### config.mk
export PLATFORM = sky130hd
export DESIGN_NAME = song_sequencer
export DESIGN_NICKNAME = d
export VERILOG_FILES = /design/src/rtl/song_sequencer.sv
export SDC_FILE = /design/constraint.sdc
export NUM_CORES = 1
export LEC_CHECK = 0
export BUFFER_PORTS_ARGS = -buffer_cell sky130_fd_sc_hd__buf_2
export CAP_MARGIN = 20
export CORE_AREA = 5 5 98 82
export DETAILED_ROUTE_END_ITERATION = 16
export DIE_AREA = 0 0 103 87
export GPL_TIMING_DRIVEN = 1
export PLACE_DENSITY = 0.64
export SLEW_MARGIN = 20
export SYNTH_ARGS = -nofsm -noshare
export SYNTH_HDL_FRONTEND = slang
export SYNTH_SLANG_ARGS = --single-unit
### constraint.sdc
create_clock -name clk -period 4.5 [get_ports clk]
set_input_delay 0.675 -clock clk [delete_from_list [all_inputs] [get_ports clk]]
set_output_delay 0.675 -clock clk [all_outputs]
set_load 0.02 [all_outputs]
### src/rtl/song_sequencer.sv
// Song playback sequencer: walks timestamped song entries, waits each delta in ticks, pulses note events.
// Optional SONG_LOOP_EN: end marker or address wrap restarts at entry 0 and pulses loop_pulse.
module song_sequencer #(
  parameter int ADDR_W     = 10,
  parameter int TICK_DELAY = 269999
) (
  input  logic              clk,
  input  logic              reset,
  input  logic              start_song,
  input  logic              pause_song,
  output logic [ADDR_W-1:0] mem_addr,
  input  logic [15:0]       mem_data,
  output logic              note_valid,
  output logic [7:0]        note_pads,
  output logic              song_done,
  output logic              playing,
`ifdef SONG_LOOP_EN
  output logic              loop_pulse,
`endif
  output logic [2:0]        dbg_state_o
);

  localparam int PRE_W = (TICK_DELAY > 0) ? $clog2(TICK_DELAY + 1) : 1;

  typedef enum logic [2:0] {
    S_IDLE = 3'd0,
    S_ADDR = 3'd1,
    S_LOAD = 3'd2,
    S_WAIT = 3'd3,
    S_DONE = 3'd4
  } state_t;

  state_t             state_q;
  logic [ADDR_W-1:0]  addr_q;
  logic               note_valid_q;
  logic [7:0]         note_pads_q;
  logic               done_q;
  logic [7:0]         remaining_q;
  logic [PRE_W-1:0]   prescaler_q;
  logic [7:0]         pads_q;
  logic               loop_pulse_q;

  always_ff @(posedge clk) begin
    if (reset) begin
      state_q      <= S_IDLE;
      addr_q       <= '0;
      note_valid_q <= 1'b0;
      note_pads_q  <= 8'h00;
      done_q       <= 1'b0;
      remaining_q  <= 8'h00;
      prescaler_q  <= '0;
      pads_q       <= 8'h00;
      loop_pulse_q <= 1'b0;
    end else if (start_song) begin
      state_q      <= S_ADDR;
      addr_q       <= '0;
      done_q       <= 1'b0;
      prescaler_q  <= '0;
      note_valid_q <= 1'b0;
      loop_pulse_q <= 1'b0;
    end else begin
      note_valid_q <= 1'b0;
      loop_pulse_q <= 1'b0;
      unique case (state_q)
        S_IDLE: state_q <= S_IDLE;
        // mem_addr is presented here; the BRAM returns the entry during LOAD.
        S_ADDR: state_q <= S_LOAD;
        S_LOAD: begin
          if (mem_data == 16'h0000) begin
`ifdef SONG_LOOP_EN
            state_q      <= S_ADDR;
            addr_q       <= '0;
            loop_pulse_q <= 1'b1;
`else
            state_q <= S_DONE;
            done_q  <= 1'b1;
`endif
          end else begin
            remaining_q <= mem_data[15:8];
            pads_q      <= mem_data[7:0];
            prescaler_q <= '0;
            state_q     <= S_WAIT;
          end
        end
        S_WAIT: begin
          if (!pause_song) begin
            if (remaining_q == 8'h00) begin
              note_valid_q <= 1'b1;
              note_pads_q  <= pads_q;
              if (addr_q == {ADDR_W{1'b1}}) begin
`ifdef SONG_LOOP_EN
                state_q      <= S_ADDR;
                addr_q       <= '0;
                loop_pulse_q <= 1'b1;
`else
                state_q <= S_DONE;
                done_q  <= 1'b1;
`endif
              end else begin
                addr_q  <= addr_q + 1'b1;
                state_q <= S_ADDR;
              end
            end else if (prescaler_q == PRE_W'(TICK_DELAY)) begin
              prescaler_q <= '0;
              remaining_q <= remaining_q - 8'd1;
            end else begin
              prescaler_q <= prescaler_q + 1'b1;
            end
          end
        end
        S_DONE: state_q <= S_DONE;
        default: state_q <= S_IDLE;
      endcase
    end
  end

  assign mem_addr    = addr_q;
  assign note_valid  = note_valid_q;
  assign note_pads   = note_pads_q;
  assign song_done   = done_q;
  assign playing     = (state_q == S_ADDR) || (state_q == S_LOAD) || (state_q == S_WAIT);
  assign dbg_state_o = state_q;
`ifdef SONG_LOOP_EN
  assign loop_pulse  = loop_pulse_q;
`else
  logic unused_loop;
  assign unused_loop = loop_pulse_q;
`endif

endmodule
# Word-level counts from Yosys, hierarchy flattened
# Cells that the tools add are included.
dict set report classes {
  addsub 3
  eq_ne 15
  mux 22
  bitwise_logic 5
  n_reduce_logical 15
}
# operator count
set ops {}
lappend ops {{$mux 19} 4}
lappend ops {{$pmux 19 s2} 1}
lappend ops {{$mux 8} 4}
lappend ops {{$add 19x1->19 const B} 1}
lappend ops {{$eq 19x19->1 const B} 1}
lappend ops {{$logic_not 16->1} 1}
lappend ops {{$pmux 8 s2} 1}
lappend ops {{$ne 2x2->1 const B} 7}
lappend ops {{$mux 3} 4}
lappend ops {{$pmux 3 s4} 1}
lappend ops {{$reduce_and 4->1} 3}
lappend ops {{$add 10x1->10 const B} 1}
lappend ops {{$eq 10x10->1 const B} 1}
lappend ops {{$logic_not 8->1} 1}
lappend ops {{$sub 8x1->8 const B} 1}
lappend ops {{$eq 3x2->1 const B} 2}
lappend ops {{$mux 1} 6}
lappend ops {{$ne 3x3->1 const B} 2}
lappend ops {{$reduce_and 6->1} 1}
lappend ops {{$not 1->1} 5}
lappend ops {{$reduce_and 5->1} 1}
lappend ops {{$reduce_and 2->1} 2}
lappend ops {{$reduce_or 4->1} 1}
lappend ops {{$eq 3x1->1 const B} 1}
lappend ops {{6 further kinds} 7}
dict set report totals {
  ff_bits 58
  inputBits 20
  elab_cells 69
}

# Longest topological paths before layout
dict set report logic_depth {
  word_depth 6
  ltp_mapped 8
}

# Worst setup path before layout
# Ideal clock, no wire load.
dict set report synth_path {
  kind {input to register}
  start {input port reset}
  end {register prescaler_q[14]}
  setup_time_ns 0.095
  arrival_ns 2.057
  required_time_ns 4.405
  setup_slack_ns 2.347
  stages 6
  n_path_buf 2
  cell_sequence {buf_2 > or2_1 > buf_2 > a211o_1 > or4_1 > o311ai_1}
}
dict set report synth_via {
  elab_chain_len 1
}
# item line
set synth_rtl {}
lappend synth_rtl {{start: declaration} 8} ;# input logic reset,
lappend synth_rtl {{$reduce_or 2->1 (no source line)} n/a}
lappend synth_rtl {{end signal: assignment} 107} ;# prescaler_q <= prescaler_q + 1'b1;
lappend synth_rtl {{end: declaration} 39} ;# logic [PRE_W-1:0] prescaler_q;
# No other way between the ends.
# A chain may end at the register's enable or synchronous reset.

# Worst setup path after layout
dict set report layout_path {
  start {input port mem_data[8]}
  end {register remaining_q[0]}
}
dict set report layout_via {
  elab_chain_len 3
  elab_cells_between_ends 5
  classes_between {1 x eq/ne; 2 x mux; 2 x reduce/logical}
}
# item line
set layout_rtl {}
lappend layout_rtl {{start: declaration} 12} ;# input logic [15:0] mem_data,
lappend layout_rtl {{$logic_not 16->1} 69} ;# if (mem_data == 16'h0000) begin
lappend layout_rtl {{$ne 2x2->1 (no source line)} n/a}
lappend layout_rtl {{$reduce_and 6->1 (no source line)} n/a}
lappend layout_rtl {{end signal: assignment} 79} ;# remaining_q <= mem_data[15:8];
lappend layout_rtl {{end signal: assignment} 105} ;# remaining_q <= remaining_q - 8'd1;
lappend layout_rtl {{end: declaration} 38} ;# logic [7:0] remaining_q;
# Parallel ways exist; a longest one is shown, timed or not. The select of a mux whose other input is x is not followed.

==> impl_metrics.yaml <==
status:
  status: "finished clean"
worst_setup_path:
  r2r_end: "prescaler_q[7]$_SDFFE_PP0P_"
  critPathLaunchType: "input pin"
  endpoint: "remaining_q[0]$_SDFFE_PP0P_"
  end_kind: "flip-flop"
  crit_arrival_ns: 2.98
  r2r_slack_ns: 2.07
  rr_startpoint: "dbg_state_o[0]$_SDFFE_PP0P_"
  max_stage_delay_ns: 0.74
  cp.required_ns: 4.78
  cp_max_fo: 19
  path_class: "input pin to flip-flop"
  rr_worst_depth: 4
  cp_cell_sequence: "buf_2 -> nor4_1 -> nand4_1 -> a21oi_2 -> or2_1 -> o221a_2"
  startpoint: "mem_data[8]"
  crit_path_top_delay_cell: "a21oi_2"
cells_and_area:
  antennaDiodeCount: 0
  syn_to_final_growth_pct: 14.0
  final_cell_area_um2: 3420
  finalNetCount: 410
  final_common_cell: "dfxtp_1"
  layout-drive-gt1-share_pct: 20.7
  stdcell_count: 481
  final_cell_mix: "58 x dfxtp_1, 43 x buf_2, 36 x a21oi_1"
  fin_util_pct: 48.4
routing:
  routed.top_layer: "met4"
  via_count: 2738
  ant_nets: 0
  viasPerCell: 5.69
  route.detailed.wl_per_inst_um: 15.0
  drt_first_pass_iters: 4
  drt_iter0_markers: 209
  wl_met3_um: 472
  drt-met1-wl_um: 3510
  drt-total-wl_um: 7210
  route.detailed.drc: 0
  met2_length_um: 3110
synth:
  synth_cell_type_count: 65
  synth-seq-cells: 58
  synth_warnings: 0
  avgSynthCellArea_um2: 8.61
  synth.net_count: 373
  syn-cell-area_um2: 3000
  synth-async-reset-ratio_pct: 0
  seq_area_frac_synth_pct: 38.7
  synth_edf_count: 0
  synth_ff_type: "dfxtp_1"
  synthCells: 349
timing:
  post-route-period-util_pct: 59.9
  max_slew_margin_pct: 40.4
  finalMaxSlewViolations: 0
  worst_pin_slew_ns: 0.891
  setup_violations: 0
  timing.final.hold_violations: 0
  fin_setup_tns_ns: 0
  fin_worst_skew_ns: 0.00568
  holdWs_ns: 0.461
  max_freq_mhz: 371
  rsz0062_at_grt: "false"
  final.setup.worst_slack_ns: 1.81
  period_needed_ns: 2.69
power_and_ir_drop:
  p_sw_share_pct: 24.1
  ir_drop_mv: 0.198
  power_frac_seq_pct: 50.1
  p_per_area_nw_per_um2: 304
  p_leak_nw: 1.21
  p_switching_mw: 0.251
  finalPower_mw: 1.04
  internal_power_mw: 0.790
  p_clk_share_pct: 44.1
  p_comb_share_pct: 5.8
floorplan:
  die_w_um: 103
  die_area_um2: 8960
  core_um2: 7080
  io_pins: 44
  die_h_um: 87
  start_util_pct: 42.5
  fp-row-count: 28
global_routing:
  antenna_found_initial: 0
  grt_pass1_wl_um: 12300
  grtUsageTotal_pct: 17.5
  grt-ovfl-total: 0
  first_global_vias: 2556
  grt_max_degree: 27
clocking:
  cts_tree: "built"
  cts_root_buf: "clkbuf_8"
  cts_hold_buffers: 0
  post_cts_buffers: 0
  cts_sinks: 58
  clock_path_buffers: 2
  htree_levels: 3
  cts_buffers: 9
  post_cts_resized: 0
  clk_pin_slew_ns: 0.07
  clock_latency_ns: 0.34
placement:
  dpl_cell_area_um2: 3240
  dp.final_hpwl_um: 5150
  routabilityCongestion: 0.903
  port-buffer-count: 43
  dp_worst_setup_slack_ns: 1.47
  dpl.cell_count: 465
flow_run:
  maxCapViolCount: 0
hold_path:
  hold_path_depth: 2
  hold_path.class: "flip-flop to flip-flop"
-- metal layers --
| layer | up-vias | track usage [%] |
|---|---|---|
| met5 | - | 0 |
| met4 | 0 | 4.82 |
| met3 | 14 | 6.33 |
| met2 | 86 | 25.4 |
| met1 | 1271 | 24.5 |
| li1 | 1367 | - |
-- power groups by stage --
stage	Clock (mW)	Sequential, mW	Combinational [mW]
after floorplan	0	0.533	0.0388
after global placement	0	0.533	0.0596
after detailed placement	0	0.533	0.0596
after CTS	0.469	0.521	0.0599
after global routing	0.501	0.522	0.0661
final	0.459	0.521	0.0601
-- flip-flops by register name, summed over array words and instances (netlist names) --
signal,flops
prescaler_q,19
mem_addr,10
note_pads,8
pads_q,8
remaining_q,8
dbg_state_o,3
note_valid,1
song_done,1
-- cell type report --
cell class | instances | area [µm²]
Tap cell | 90 | 113
Fill cell | 700 | 3650
Clock inverter | 6 | 57.6
Inverter | 11 | 41.3
Clock buffer | 10 | 128
Sequential cell | 58 | 1160
Multi-Input combinational cell | 262 | 1700
Timing Repair Buffer | 44 | 223
-- worst max-delay path, delay by kind of cell --
kind,cells,cell delay [ns]
simple gates,3,1.22
compound gates,2,0.97
buf+inv,1,0.11
-- synth_stat cells, types with 3 or more instances --
library cell | count | area (µm²)
a21oi_1 | 36 | 180
and3_1 | 8 | 50.1
and4_1 | 4 | 35.0
buf_2 | 3 | 15.0
buf_6 | 3 | 33.8
clkbuf_1 | 9 | 33.8
dfxtp_1 | 58 | 1160
ha_1 | 4 | 50.1
inv_1 | 11 | 41.3
mux2i_1 | 9 | 90.1
nand2_1 | 25 | 93.8
nand3_1 | 10 | 50.1
nand3b_1 | 3 | 22.5
nand4_1 | 8 | 50.1
nor2_1 | 33 | 124
nor2b_1 | 3 | 18.8
nor3_1 | 7 | 35.0
nor4_1 | 10 | 62.6
o21ai_0 | 21 | 105
o311ai_0 | 3 | 26.3
o31ai_1 | 6 | 45.0
o32ai_2 | 3 | 48.8
or3_1 | 8 | 50.1
or4_1 | 6 | 45.0
xnor2_1 | 7 | 61.3
xor2_1 | 4 | 35.0
-- cells by family after synthesis --
family	after synthesis	share of synthesized area (%)
flops	58	38.7
fa+ha+maj	4	1.67
xor+xnor	11	3.21
simple gates	148	28.3
mux	9	3.00
buf+inv	29	4.75
compound gates	90	20.4
-- worst min-delay path by stage --
stage	start	end	slack, ns
6_report	pads_q[7]$_SDFFE_PP0P_	note_pads[7]$_SDFFE_PP0P_	0.46
5_1_grt	pads_q[7]$_SDFFE_PP0P_	note_pads[7]$_SDFFE_PP0P_	0.49
4_1_cts	pads_q[7]$_SDFFE_PP0P_	note_pads[7]$_SDFFE_PP0P_	0.46
3_5_place_dp	pads_q[7]$_SDFFE_PP0P_	note_pads[7]$_SDFFE_PP0P_	0.45
3_3_place_gp	song_done$_SDFFE_PP0P_	song_done$_SDFFE_PP0P_	0.45
2_1_floorplan	pads_q[0]$_SDFFE_PP0P_	note_pads[0]$_SDFFE_PP0P_	0.43
Power figures use the tool's default switching activity.
